File: config.mk
export PLATFORM = sky130hd
export DESIGN_NAME = tile_walker_flat
export DESIGN_NICKNAME = d
export VERILOG_FILES = /design/src/rtl/tile_walker_pkg.sv /design/src/rtl/tile_walker_if.sv /design/src/rtl/tile_walker_dir_select.sv /design/src/rtl/tile_walker.sv /design/src/flat_wrapper.sv
export SDC_FILE = /design/constraint.sdc
export NUM_CORES = 1
export LEC_CHECK = 0
export BUFFER_PORTS_ARGS = -buffer_cell sky130_fd_sc_hd__buf_2
export CAP_MARGIN = 15
export CORE_UTILIZATION = 40
export CTS_CLUSTER_DIAMETER = 40
export DETAILED_ROUTE_END_ITERATION = 10
export GPL_TIMING_DRIVEN = 0
export PLACE_DENSITY = 0.64
export SYNTH_ARGS = -nofsm -noshare
export SYNTH_HDL_FRONTEND = slang
export SYNTH_HIERARCHICAL = 1
export SYNTH_SLANG_ARGS = --single-unit
File: constraint.sdc
create_clock -name vclk_in -period 3 [get_ports vclk_in]
set_input_delay 0.45 -clock vclk_in [delete_from_list [all_inputs] [get_ports vclk_in]]
set_output_delay 0.45 -clock vclk_in [all_outputs]
set_load 0.02 [all_outputs]
File: src/rtl/tile_walker_pkg.sv
// Shared types for the grid-locked player movement controller.
package poke_pkg;

  typedef enum logic [1:0] {
    UP    = 2'd0,
    DOWN  = 2'd1,
    LEFT  = 2'd2,
    RIGHT = 2'd3
  } dir_t;

  typedef enum logic [1:0] {
    S_IDLE,
    S_QUERY,
    S_WAIT,
    S_MOVING
  } state_t;

  localparam int unsigned TILE_DEFAULT = 16;
  localparam int unsigned SCREEN_W     = 1024;
  localparam int unsigned SCREEN_H     = 768;

endpackage

File: src/rtl/tile_walker_if.sv
// Walkability-map lookup port between the walker (master) and the level map (slave).
interface tile_walker_if;
  logic       query_valid_out;
  logic [5:0] query_tx_out;
  logic [5:0] query_ty_out;
  logic       walkable_in;

  modport master (
    output query_valid_out,
    output query_tx_out,
    output query_ty_out,
    input  walkable_in
  );

  modport slave (
    input  query_valid_out,
    input  query_tx_out,
    input  query_ty_out,
    output walkable_in
  );
endinterface

File: src/rtl/tile_walker_dir_select.sv
// Button priority encoder (up > down > left > right) plus target-tile and map-edge check.
module dir_select
  import poke_pkg::*;
#(
  parameter int unsigned MAP_W = 64,
  parameter int unsigned MAP_H = 48
) (
  input  logic       up_in,
  input  logic       down_in,
  input  logic       left_in,
  input  logic       right_in,
  input  logic [5:0] tx_in,
  input  logic [5:0] ty_in,
  output logic       valid_out,
  output dir_t       dir_out,
  output logic [5:0] tgt_tx_out,
  output logic [5:0] tgt_ty_out,
  output logic       in_map_out
);

  always_comb begin
    valid_out  = up_in | down_in | left_in | right_in;
    dir_out    = RIGHT;
    tgt_tx_out = tx_in;
    tgt_ty_out = ty_in;
    in_map_out = 1'b0;
    if (up_in) begin
      dir_out    = UP;
      tgt_ty_out = ty_in - 6'd1;
      in_map_out = (ty_in != 6'd0);
    end else if (down_in) begin
      dir_out    = DOWN;
      tgt_ty_out = ty_in + 6'd1;
      in_map_out = (ty_in != 6'(MAP_H - 1));
    end else if (left_in) begin
      dir_out    = LEFT;
      tgt_tx_out = tx_in - 6'd1;
      in_map_out = (tx_in != 6'd0);
    end else if (right_in) begin
      dir_out    = RIGHT;
      tgt_tx_out = tx_in + 6'd1;
      in_map_out = (tx_in != 6'(MAP_W - 1));
    end
  end

endmodule

File: src/rtl/tile_walker.sv
// Grid-locked player walker: samples buttons on the frame tick, queries the
// walkability map, then animates one tile at STEP pixels per frame.
module tile_walker
  import poke_pkg::*;
#(
  parameter int unsigned TILE      = TILE_DEFAULT,
  parameter int unsigned STEP      = 2,
  parameter int unsigned MAP_W     = 64,
  parameter int unsigned MAP_H     = 48,
  parameter int unsigned START_TX  = 4,
  parameter int unsigned START_TY  = 4,
  parameter int unsigned ROM_LAT   = 2,
  parameter int unsigned TICK_LINE = 768
) (
  input  logic               vclk_in,
  input  logic               rst_in,
  input  logic [10:0]        hcount_in,
  input  logic [9:0]         vcount_in,
  input  logic               up_in,
  input  logic               down_in,
  input  logic               left_in,
  input  logic               right_in,
  tile_walker_if.master      map_if,
  output logic [10:0]        player_x_out,
  output logic [9:0]         player_y_out,
  output logic [1:0]         facing_out,
  output logic               moving_out
);

  localparam int unsigned OW = $clog2(TILE) + 1;
  localparam int unsigned CW = (ROM_LAT > 1) ? $clog2(ROM_LAT) : 1;

  if ((TILE % STEP) != 0) begin : g_bad_step
    $error("STEP must divide TILE");
  end
  if (ROM_LAT < 1) begin : g_bad_lat
    $error("ROM_LAT must be at least 1");
  end

  state_t        state_q, state_d;
  logic [5:0]    tx_q, tx_d, ty_q, ty_d;
  logic [5:0]    qtx_q, qtx_d, qty_q, qty_d;
  logic [10:0]   x_q, x_d;
  logic [9:0]    y_q, y_d;
  dir_t          facing_q, facing_d;
  logic [OW-1:0] off_q, off_d;
  logic [CW-1:0] cnt_q, cnt_d;

  logic       tick;
  logic       btn_valid;
  dir_t       btn_dir;
  logic [5:0] tgt_tx, tgt_ty;
  logic       tgt_in_map;

  assign tick = (hcount_in == 11'd0) && (vcount_in == 10'(TICK_LINE));

  dir_select #(
    .MAP_W(MAP_W),
    .MAP_H(MAP_H)
  ) u_dir_select (
    .up_in      (up_in),
    .down_in    (down_in),
    .left_in    (left_in),
    .right_in   (right_in),
    .tx_in      (tx_q),
    .ty_in      (ty_q),
    .valid_out  (btn_valid),
    .dir_out    (btn_dir),
    .tgt_tx_out (tgt_tx),
    .tgt_ty_out (tgt_ty),
    .in_map_out (tgt_in_map)
  );

  always_comb begin
    state_d  = state_q;
    tx_d     = tx_q;
    ty_d     = ty_q;
    qtx_d    = qtx_q;
    qty_d    = qty_q;
    x_d      = x_q;
    y_d      = y_q;
    facing_d = facing_q;
    off_d    = off_q;
    cnt_d    = cnt_q;
    unique case (state_q)
      S_IDLE: begin
        if (tick && btn_valid) begin
          facing_d = btn_dir;
          if (tgt_in_map) begin
            qtx_d   = tgt_tx;
            qty_d   = tgt_ty;
            state_d = S_QUERY;
          end
        end
      end
      S_QUERY: begin
        cnt_d   = '0;
        state_d = S_WAIT;
      end
      // cnt_q reaches ROM_LAT-1 in the cycle ending ROM_LAT cycles after the strobe
      S_WAIT: begin
        if (cnt_q == CW'(ROM_LAT - 1)) begin
          if (map_if.walkable_in) begin
            tx_d    = qtx_q;
            ty_d    = qty_q;
            off_d   = '0;
            state_d = S_MOVING;
          end else begin
            state_d = S_IDLE;
          end
        end else begin
          cnt_d = cnt_q + CW'(1);
        end
      end
      S_MOVING: begin
        if (tick) begin
          unique case (facing_q)
            UP:    y_d = y_q - 10'(STEP);
            DOWN:  y_d = y_q + 10'(STEP);
            LEFT:  x_d = x_q - 11'(STEP);
            RIGHT: x_d = x_q + 11'(STEP);
          endcase
          off_d = off_q + OW'(STEP);
          if (off_d == OW'(TILE)) state_d = S_IDLE;
        end
      end
    endcase
  end

  always_ff @(posedge vclk_in) begin
    if (rst_in) begin
      state_q  <= S_IDLE;
      tx_q     <= 6'(START_TX);
      ty_q     <= 6'(START_TY);
      qtx_q    <= '0;
      qty_q    <= '0;
      x_q      <= 11'(START_TX * TILE);
      y_q      <= 10'(START_TY * TILE);
      facing_q <= DOWN;
      off_q    <= '0;
      cnt_q    <= '0;
    end else begin
      state_q  <= state_d;
      tx_q     <= tx_d;
      ty_q     <= ty_d;
      qtx_q    <= qtx_d;
      qty_q    <= qty_d;
      x_q      <= x_d;
      y_q      <= y_d;
      facing_q <= facing_d;
      off_q    <= off_d;
      cnt_q    <= cnt_d;
    end
  end

  assign map_if.query_valid_out = (state_q == S_QUERY);
  assign map_if.query_tx_out    = qtx_q;
  assign map_if.query_ty_out    = qty_q;
  assign player_x_out           = x_q;
  assign player_y_out           = y_q;
  assign facing_out             = facing_q;
  assign moving_out             = (state_q == S_MOVING);

endmodule

File: src/flat_wrapper.sv
// flat-port wrapper written by rule: the top's interface ports become plain ports
module tile_walker_flat import poke_pkg::*;
#(
  parameter int unsigned TILE      = TILE_DEFAULT,
  parameter int unsigned STEP      = 2,
  parameter int unsigned MAP_W     = 64,
  parameter int unsigned MAP_H     = 48,
  parameter int unsigned START_TX  = 4,
  parameter int unsigned START_TY  = 4,
  parameter int unsigned ROM_LAT   = 2,
  parameter int unsigned TICK_LINE = 768
)
  (vclk_in, rst_in, hcount_in, vcount_in, up_in, down_in, left_in, right_in, player_x_out, player_y_out, facing_out, moving_out, map_if_query_valid_out, map_if_query_tx_out, map_if_query_ty_out, map_if_walkable_in);
  tile_walker_if map_if_i ();
  input  logic vclk_in;
  input  logic rst_in;
  input  logic [10:0] hcount_in;
  input  logic [9:0] vcount_in;
  input  logic up_in;
  input  logic down_in;
  input  logic left_in;
  input  logic right_in;
  output logic [10:0] player_x_out;
  output logic [9:0] player_y_out;
  output logic [1:0] facing_out;
  output logic moving_out;
  output wire logic [$bits(map_if_i.query_valid_out)-1:0] map_if_query_valid_out;
  output wire logic [$bits(map_if_i.query_tx_out)-1:0] map_if_query_tx_out;
  output wire logic [$bits(map_if_i.query_ty_out)-1:0] map_if_query_ty_out;
  input wire logic [$bits(map_if_i.walkable_in)-1:0] map_if_walkable_in;
  assign map_if_query_valid_out = map_if_i.query_valid_out;
  assign map_if_query_tx_out = map_if_i.query_tx_out;
  assign map_if_query_ty_out = map_if_i.query_ty_out;
  assign map_if_i.walkable_in = map_if_walkable_in;
  tile_walker #(.TILE(TILE), .STEP(STEP), .MAP_W(MAP_W), .MAP_H(MAP_H), .START_TX(START_TX), .START_TY(START_TY), .ROM_LAT(ROM_LAT), .TICK_LINE(TICK_LINE)) u_core (.vclk_in(vclk_in), .rst_in(rst_in), .hcount_in(hcount_in), .vcount_in(vcount_in), .up_in(up_in), .down_in(down_in), .left_in(left_in), .right_in(right_in), .map_if(map_if_i), .player_x_out(player_x_out), .player_y_out(player_y_out), .facing_out(facing_out), .moving_out(moving_out));
endmodule
==> impl_metrics.ini, run 1 <==
[worst_setup_path]
series_of_cell_instances_along_the_critical_path = ha_1 > nor2b_1 > nand4_1 > a21oi_1 > o41ai_1 > inv_1 > o41ai_1 > o211ai_1 > or3_1 > a21oi_1
timing_worst_setup_path_type = register to register
worstReg2RegStart = u_core/tx_q[0]$_SDFFE_PP0P_
required_ns = 3.24
worst_ep_arrival_time_ns = 3.03
critical_path.top_delay_family = compound AO/OA/AOI/OAI gates
worstPathMaxFanout = 6
critical_path_buf_inv_count = 1
timing.critical_path.from = u_core/tx_q[0]$_SDFFE_PP0P_
slowest_stage_cell_cp = sky130_fd_sc_hd__o41ai_1
cp-end-kind = register
max_stage_delay_ns = 0.62
start_kind = register
rrSetupSlack_ns = 0.22

[cts]
worst_skew_pair.late_latency_ns = 0.32
numClockSinks = 52
post_cts.resized_instances = 0
cts.repair_timing.setup_buffer_count = 0
cts-root-to-sink-buffers = 2
cts_root_buf = sky130_fd_sc_hd__clkbuf_8
cts_hold_repair.buffers = 0
tritoncts = built
cts_made_buffers = 5
clk_pin_slew_worst_paths_ns = 0.11
h-tree-depth = 2

[global_route]
grt.total_usage_pct = 20.1
grt_max_degree = 18
global_route.overflow_total = 0
initial_antenna_violation_count = 0
via_count_of_the_first_global_routing_pass = 2994
grt_first_pass_wirelength_um = 13900

[cells_and_area]
layout-area-overhead-vs-synth_pct = 16.1
layout.filler_cells = 812
seq_area_um2 = 1040
final_util_pct = 48.9
final_area_um2 = 3840
layout_commonest_cell = sky130_fd_sc_hd__nand2_1
multiInputGateArea_um2 = 2100
number_of_diodes = 0
layout_common_cells = sky130_fd_sc_hd__nand2_1, sky130_fd_sc_hd__buf_2, sky130_fd_sc_hd__dfxtp_1
final_nets = 561
layout-drive-gt1-share_pct = 16.8

[drt]
antenna_left = 0
via_per_inst = 5.26
drtIter0Drc = 180
drc_errors = 0
post_drt_wl_per_cell_um = 13.5
detailedRoute.firstPassIterationCount = 5
routed-via-count = 3191
route.final.wire_length_um = 8180

[floorplan]
dieWidth_um = 92.9
io_pins = 65
die-area_um2 = 8630
floorplan.die.height_um = 92.9
floorplan.initialDensity_pct = 42.1
floorplan.rows = 32
floorplan.core_area_um2 = 7850

[place]
placed_area_um2 = 3740
dp_slack_ns = 0.0583
portBuffers = 61
dp_hpwl_um = 6060
place_congestion = 0.923

[power_and_ir_drop]
cellPowerDensity_nw_per_um2 = 327
power.clock.fraction_pct = 33.7
post-layout-total-power_w = 0.00125
total_leakage_power_nw = 1.66
peakVddDrop_mv = 0.178
power_switching_share_pct = 27.0
p_sw_w = 0.000338
seq_power_share_pct = 56.0
pwr-share-comb_pct = 10.4
p_int_w = 0.000915

[min_path]
min_from = u_core/map_if.query_tx_out[5]$_SDFFE_PP0P_
hold_path.class = register to register

[yosys]
synth_flop_cell = sky130_fd_sc_hd__dfxtp_1
synthesis.yosys.warnings = 6
postSynthAreaPerCell_um2 = 7.61
synthDistinctLibCells = 53
ys_async_sr_fraction_pct = 0
mappedNetlistArea_um2 = 3300
sequential_share_of_the_synthesized_area_pct = 31.5
flip_flop_and_latch_count_after_synthesis = 52
synth.top_cells.by_area = sky130_fd_sc_hd__dfxtp_1, sky130_fd_sc_hd__ha_1, sky130_fd_sc_hd__nand2_1, sky130_fd_sc_hd__a21oi_1, sky130_fd_sc_hd__nor2_1
netlist.area_leader.share_pct = 31.5
synth-edff-count = 0
postSynthCellCount = 434
synth_top_area_cell = sky130_fd_sc_hd__dfxtp_1

[timing]
max_slew.worst_pin.slew_ns = 0.623
finalMaxSlewViolations = 0
postLayoutSetupSlackWorst_ns = 0.218
worst_clock_skew_ns = 0.0119
post-route-min-period_ns = 2.78
slew_hr_pct = 57.9
finalHoldViolations = 0
report.final.setup_viol = 0
fin_setup_tns_ns = 0
rsz0062_at_grt = no
post-route-period-util_pct = 92.7
maxClockFrequency_mhz = 359

[run]
maxCapViolCount = 0

[status]
status = finished, final reports clean
-- stage by stage --
stage / std cells / hold WS, ns
finish: 607 / 0.468
global route: 607 / 0.496
CTS: 606 / 0.474
detailed placement: 598 / 0.459
global placement: 598 / 0.455
floorplan: 435 / 0.473
-- sequential cells by signal, summed over array words and instances, names as in the netlist --
signal and flops:
u_core/off_q 4, u_core/player_x_out 10, u_core/state_q 2, u_core/player_y_out 9, u_core/ty_q 6, u_core/facing_out 2, u_core/map_if.query_ty_out 6, u_core/map_if.query_tx_out 6
u_core/tx_q 6, u_core/cnt_q 1
-- kinds of logic after synthesis --
logic type	Yosys count	synth area share (%)
buffers and inverters	40	5.08
XOR/XNOR	22	5.83
adder cells (fa/ha/maj)	29	11.4
AO/OA/AOI/OAI	91	16.1
multiplexers	8	2.46
AND/OR/NAND/NOR	191	27.5
flip-flops	52	31.5
other	1	0.114
-- worst min-delay path, delay by kind of cell (launching register included) --
kind	cells	cell delay [ns]
compound gates	1	0.05
flops	1	0.33
simple gates	1	0.05
-- power groups by stage --
stage / Sequential, W / Clock (W) / Combinational, W
floorplan: 0.000716 / 0 / 0.0000842
finish: 0.000701 / 0.000422 / 0.000130
CTS: 0.000701 / 0.000441 / 0.000130
global route: 0.000702 / 0.000466 / 0.000144
global placement: 0.000716 / 0 / 0.000127
detailed placement: 0.000717 / 0 / 0.000129
-- cells in the mapped netlist (3+ instances only) --
cell type                  count
sky130_fd_sc_hd__xor2_1       10
sky130_fd_sc_hd__mux2i_1       7
sky130_fd_sc_hd__a21oi_1      48
sky130_fd_sc_hd__a22oi_1       3
sky130_fd_sc_hd__clkbuf_1     11
sky130_fd_sc_hd__nor3_1       10
sky130_fd_sc_hd__or3_1         5
sky130_fd_sc_hd__o211ai_1      3
sky130_fd_sc_hd__a21o_1        4
sky130_fd_sc_hd__and2_1        3
sky130_fd_sc_hd__nor2b_1       5
sky130_fd_sc_hd__o21ai_0      17
sky130_fd_sc_hd__nand3_1      15
sky130_fd_sc_hd__dfxtp_1      52
sky130_fd_sc_hd__nand2b_1      5
sky130_fd_sc_hd__nand2_1      86
sky130_fd_sc_hd__nand4_1       4
sky130_fd_sc_hd__xnor2_1      12
sky130_fd_sc_hd__nor2_1       34
sky130_fd_sc_hd__inv_1        22
sky130_fd_sc_hd__ha_1         27
sky130_fd_sc_hd__nor4_1        5
sky130_fd_sc_hd__buf_4         4
-- worst paths after layout --
path	to	depth (start not counted)
setup / recovery	u_core/state_q[1]$_SDFFE_PP0P_	10
hold / removal	u_core/tx_q[5]$_SDFFE_PP0P_	2
setup reg to reg	u_core/state_q[1]$_SDFFE_PP0P_	10
hold reg to reg	u_core/tx_q[5]$_SDFFE_PP0P_	2
-- layer usage --
metal | GRT usage [%] | part of all wire [%] | vias to the layer above
met5 | 0 | 0 | -
met4 | 5.00 | 1.1 | 0
met3 | 3.28 | 4.0 | 7
met2 | 33.8 | 47 | 68
met1 | 26.7 | 48 | 1481
li1 | - | - | 1635
-- layout make-up --
type / instances / share of cell area [%]
clock inverters: 3 / 0.587
flip-flops and latches: 52 / 27.1
multi-input cells: 343 / 54.7
clock buffers: 5 / 1.79
well taps: 102 / 3.33
inverters: 22 / 2.15
plain buffers: 18 / 2.22
repair buffers: 62 / 8.09
Note: power is estimated with default switching activity, not from simulation.
==> run 2, diff against run 1 <==
Settings changed: CAP_MARGIN 15 to unset, GPL_TIMING_DRIVEN 0 to unset.
==> run 2 against run 1 <==
Sequential power barely moved; maximum frequency up 6.1%; clock skew down 0.0029 ns; cell area down 0.98%; non-clock buffer count fell by 12; largest cell class unchanged.
==> impl_metrics.ini, run 2 (synthesis results as in run 1) <==
[drt]
top_layer_used = met4
routed-via-count = 3097
detailroute.wirelength.met2_um = 3690
antenna_left = 0
route.final.wire_length_um = 7740
wl_met1_um = 3710
drc_errors = 0
via_per_inst = 5.21
drtIter0Drc = 118
met3_wirelength_um = 269
post_drt_wl_per_cell_um = 13.0
detailedRoute.firstPassIterationCount = 4

[cts]
numClockSinks = 52
cts_root_buf = sky130_fd_sc_hd__clkbuf_8
tritoncts = built
cts_made_buffers = 5
cts.repair_timing.setup_buffer_count = 0
worst_skew_pair.late_latency_ns = 0.31
h-tree-depth = 2
clk_pin_slew_worst_paths_ns = 0.10
cts_hold_repair.buffers = 0
cts-root-to-sink-buffers = 2
post_cts.resized_instances = 0

[place]
portBuffers = 62
placedCellCount = 587
place_congestion = 0.888
dp_hpwl_um = 5790

[power_and_ir_drop]
peakVddDrop_mv = 0.165
cellPowerDensity_nw_per_um2 = 327
total_leakage_power_nw = 1.65
post-layout-total-power_w = 0.00124

[worst_setup_path]
start_kind = register
required_ns = 3.20
cp-end-kind = register
timing_worst_setup_path_type = register to register
worstPathMaxFanout = 10
worst_ep_arrival_time_ns = 2.82

[cells_and_area]
final_nets = 549
number_of_diodes = 0
layout-area-overhead-vs-synth_pct = 15.0
layoutNonFillerInstCount = 595
layout_common_cells = sky130_fd_sc_hd__nand2_1, sky130_fd_sc_hd__buf_2, sky130_fd_sc_hd__dfxtp_1
layout_commonest_cell = sky130_fd_sc_hd__nand2_1
layout-drive-gt1-share_pct = 17.0
largest_reg_flops = 10

[floorplan]
die-area_um2 = 8630
dieWidth_um = 92.9
floorplan.die.height_um = 92.9
floorplan.initialDensity_pct = 42.1
io_pins = 65
floorplan.core_area_um2 = 7850
floorplan.rows = 32

[timing]
max_slew.worst_pin.slew_ns = 0.527
finalMaxSlewViolations = 0
post-route-min-period_ns = 2.62
fin_setup_tns_ns = 0
rsz0062_at_grt = no
worst_clock_skew_ns = 0.00894
report.final.setup_viol = 0
finalHoldViolations = 0
post-route-period-util_pct = 87.4
slew_hr_pct = 64.8
maxClockFrequency_mhz = 381

[global_route]
grt.total_usage_pct = 18.9
grt_max_degree = 29
global_route.overflow_total = 0
via_count_of_the_first_global_routing_pass = 2882
grt_first_pass_wirelength_um = 13300
initial_antenna_violation_count = 0

[run]
maxCapViolCount = 0

[min_path]
hold_path.class = register to register

[status]
status = finished, final reports clean
## run 2: changes by cell type in the layout (fill, tap and decap cells not counted), sizes merged
cell / change
clkbuf: -10
clkinv: -2
clkinvlp: +1
inv: -1
## run 2: area by class of cell
type / count / area (um^2)
clock inverter: 1 / 7.51
fill: 843 / 4050
clock buffer: 7 / 86.3
timing repair buffer: 68 / 355
sequential: 52 / 1040
tap: 102 / 128
inverter: 22 / 82.6
multi-input combinational: 343 / 2100
## run 2: per-stage QoR
| stage | util, % | area, um^2 | setup WS, ns | hold slack (ns) |
|---|---|---|---|---|
| after detailed placement | 47.2 | 3700 | 0.390 | 0.461 |
| after floorplan | - | 3310 | 0.559 | 0.473 |
| final | 48.4 | 3800 | 0.378 | 0.473 |
| after global routing | 48.4 | 3800 | 0.146 | 0.501 |
| after global placement | 47.2 | 3700 | 0.448 | 0.450 |
| after CTS | 48.4 | 3800 | 0.363 | 0.476 |
## run 2: routing by layer
layer	track usage [%]	up-vias
li1	-	1602
met3	3.53	6
met5	0	-
met1	24.1	1434
met2	33.0	55
met4	4.10	0
## run 2: worst max-delay path: stages, from the launching register on
cell and delay [ns]:
sky130_fd_sc_hd__dfxtp_1 0.45, sky130_fd_sc_hd__nand2_1 0.29, sky130_fd_sc_hd__ha_1 0.39, sky130_fd_sc_hd__a211oi_1 0.30, sky130_fd_sc_hd__nor2_1 0.10, sky130_fd_sc_hd__o21ai_0 0.29, sky130_fd_sc_hd__o21ai_0 0.18, sky130_fd_sc_hd__mux2i_1 0.19
sky130_fd_sc_hd__mux2_1 0.34
## run 2: final timing paths
check	from	slack [ns]	endpoint	cells after the start
setup / recovery	u_core/facing_out[1]$_SDFFE_PP0P_	0.38	u_core/player_x_out[10]$_SDFFE_PP0P_	8
hold / removal	u_core/player_y_out[5]$_SDFFE_PP0P_	0.47	u_core/player_y_out[5]$_SDFFE_PP0P_	2
setup reg to reg	u_core/facing_out[1]$_SDFFE_PP0P_	0.38	u_core/player_x_out[10]$_SDFFE_PP0P_	8
hold reg to reg	u_core/player_y_out[5]$_SDFFE_PP0P_	0.47	u_core/player_y_out[5]$_SDFFE_PP0P_	2
## run 2: power by group
group | switching, W | internal, W
registers | 0.00000530 | 0.000696
logic | 0.0000732 | 0.0000470
clock network | 0.000235 | 0.000188
total | 0.000313 | 0.000931
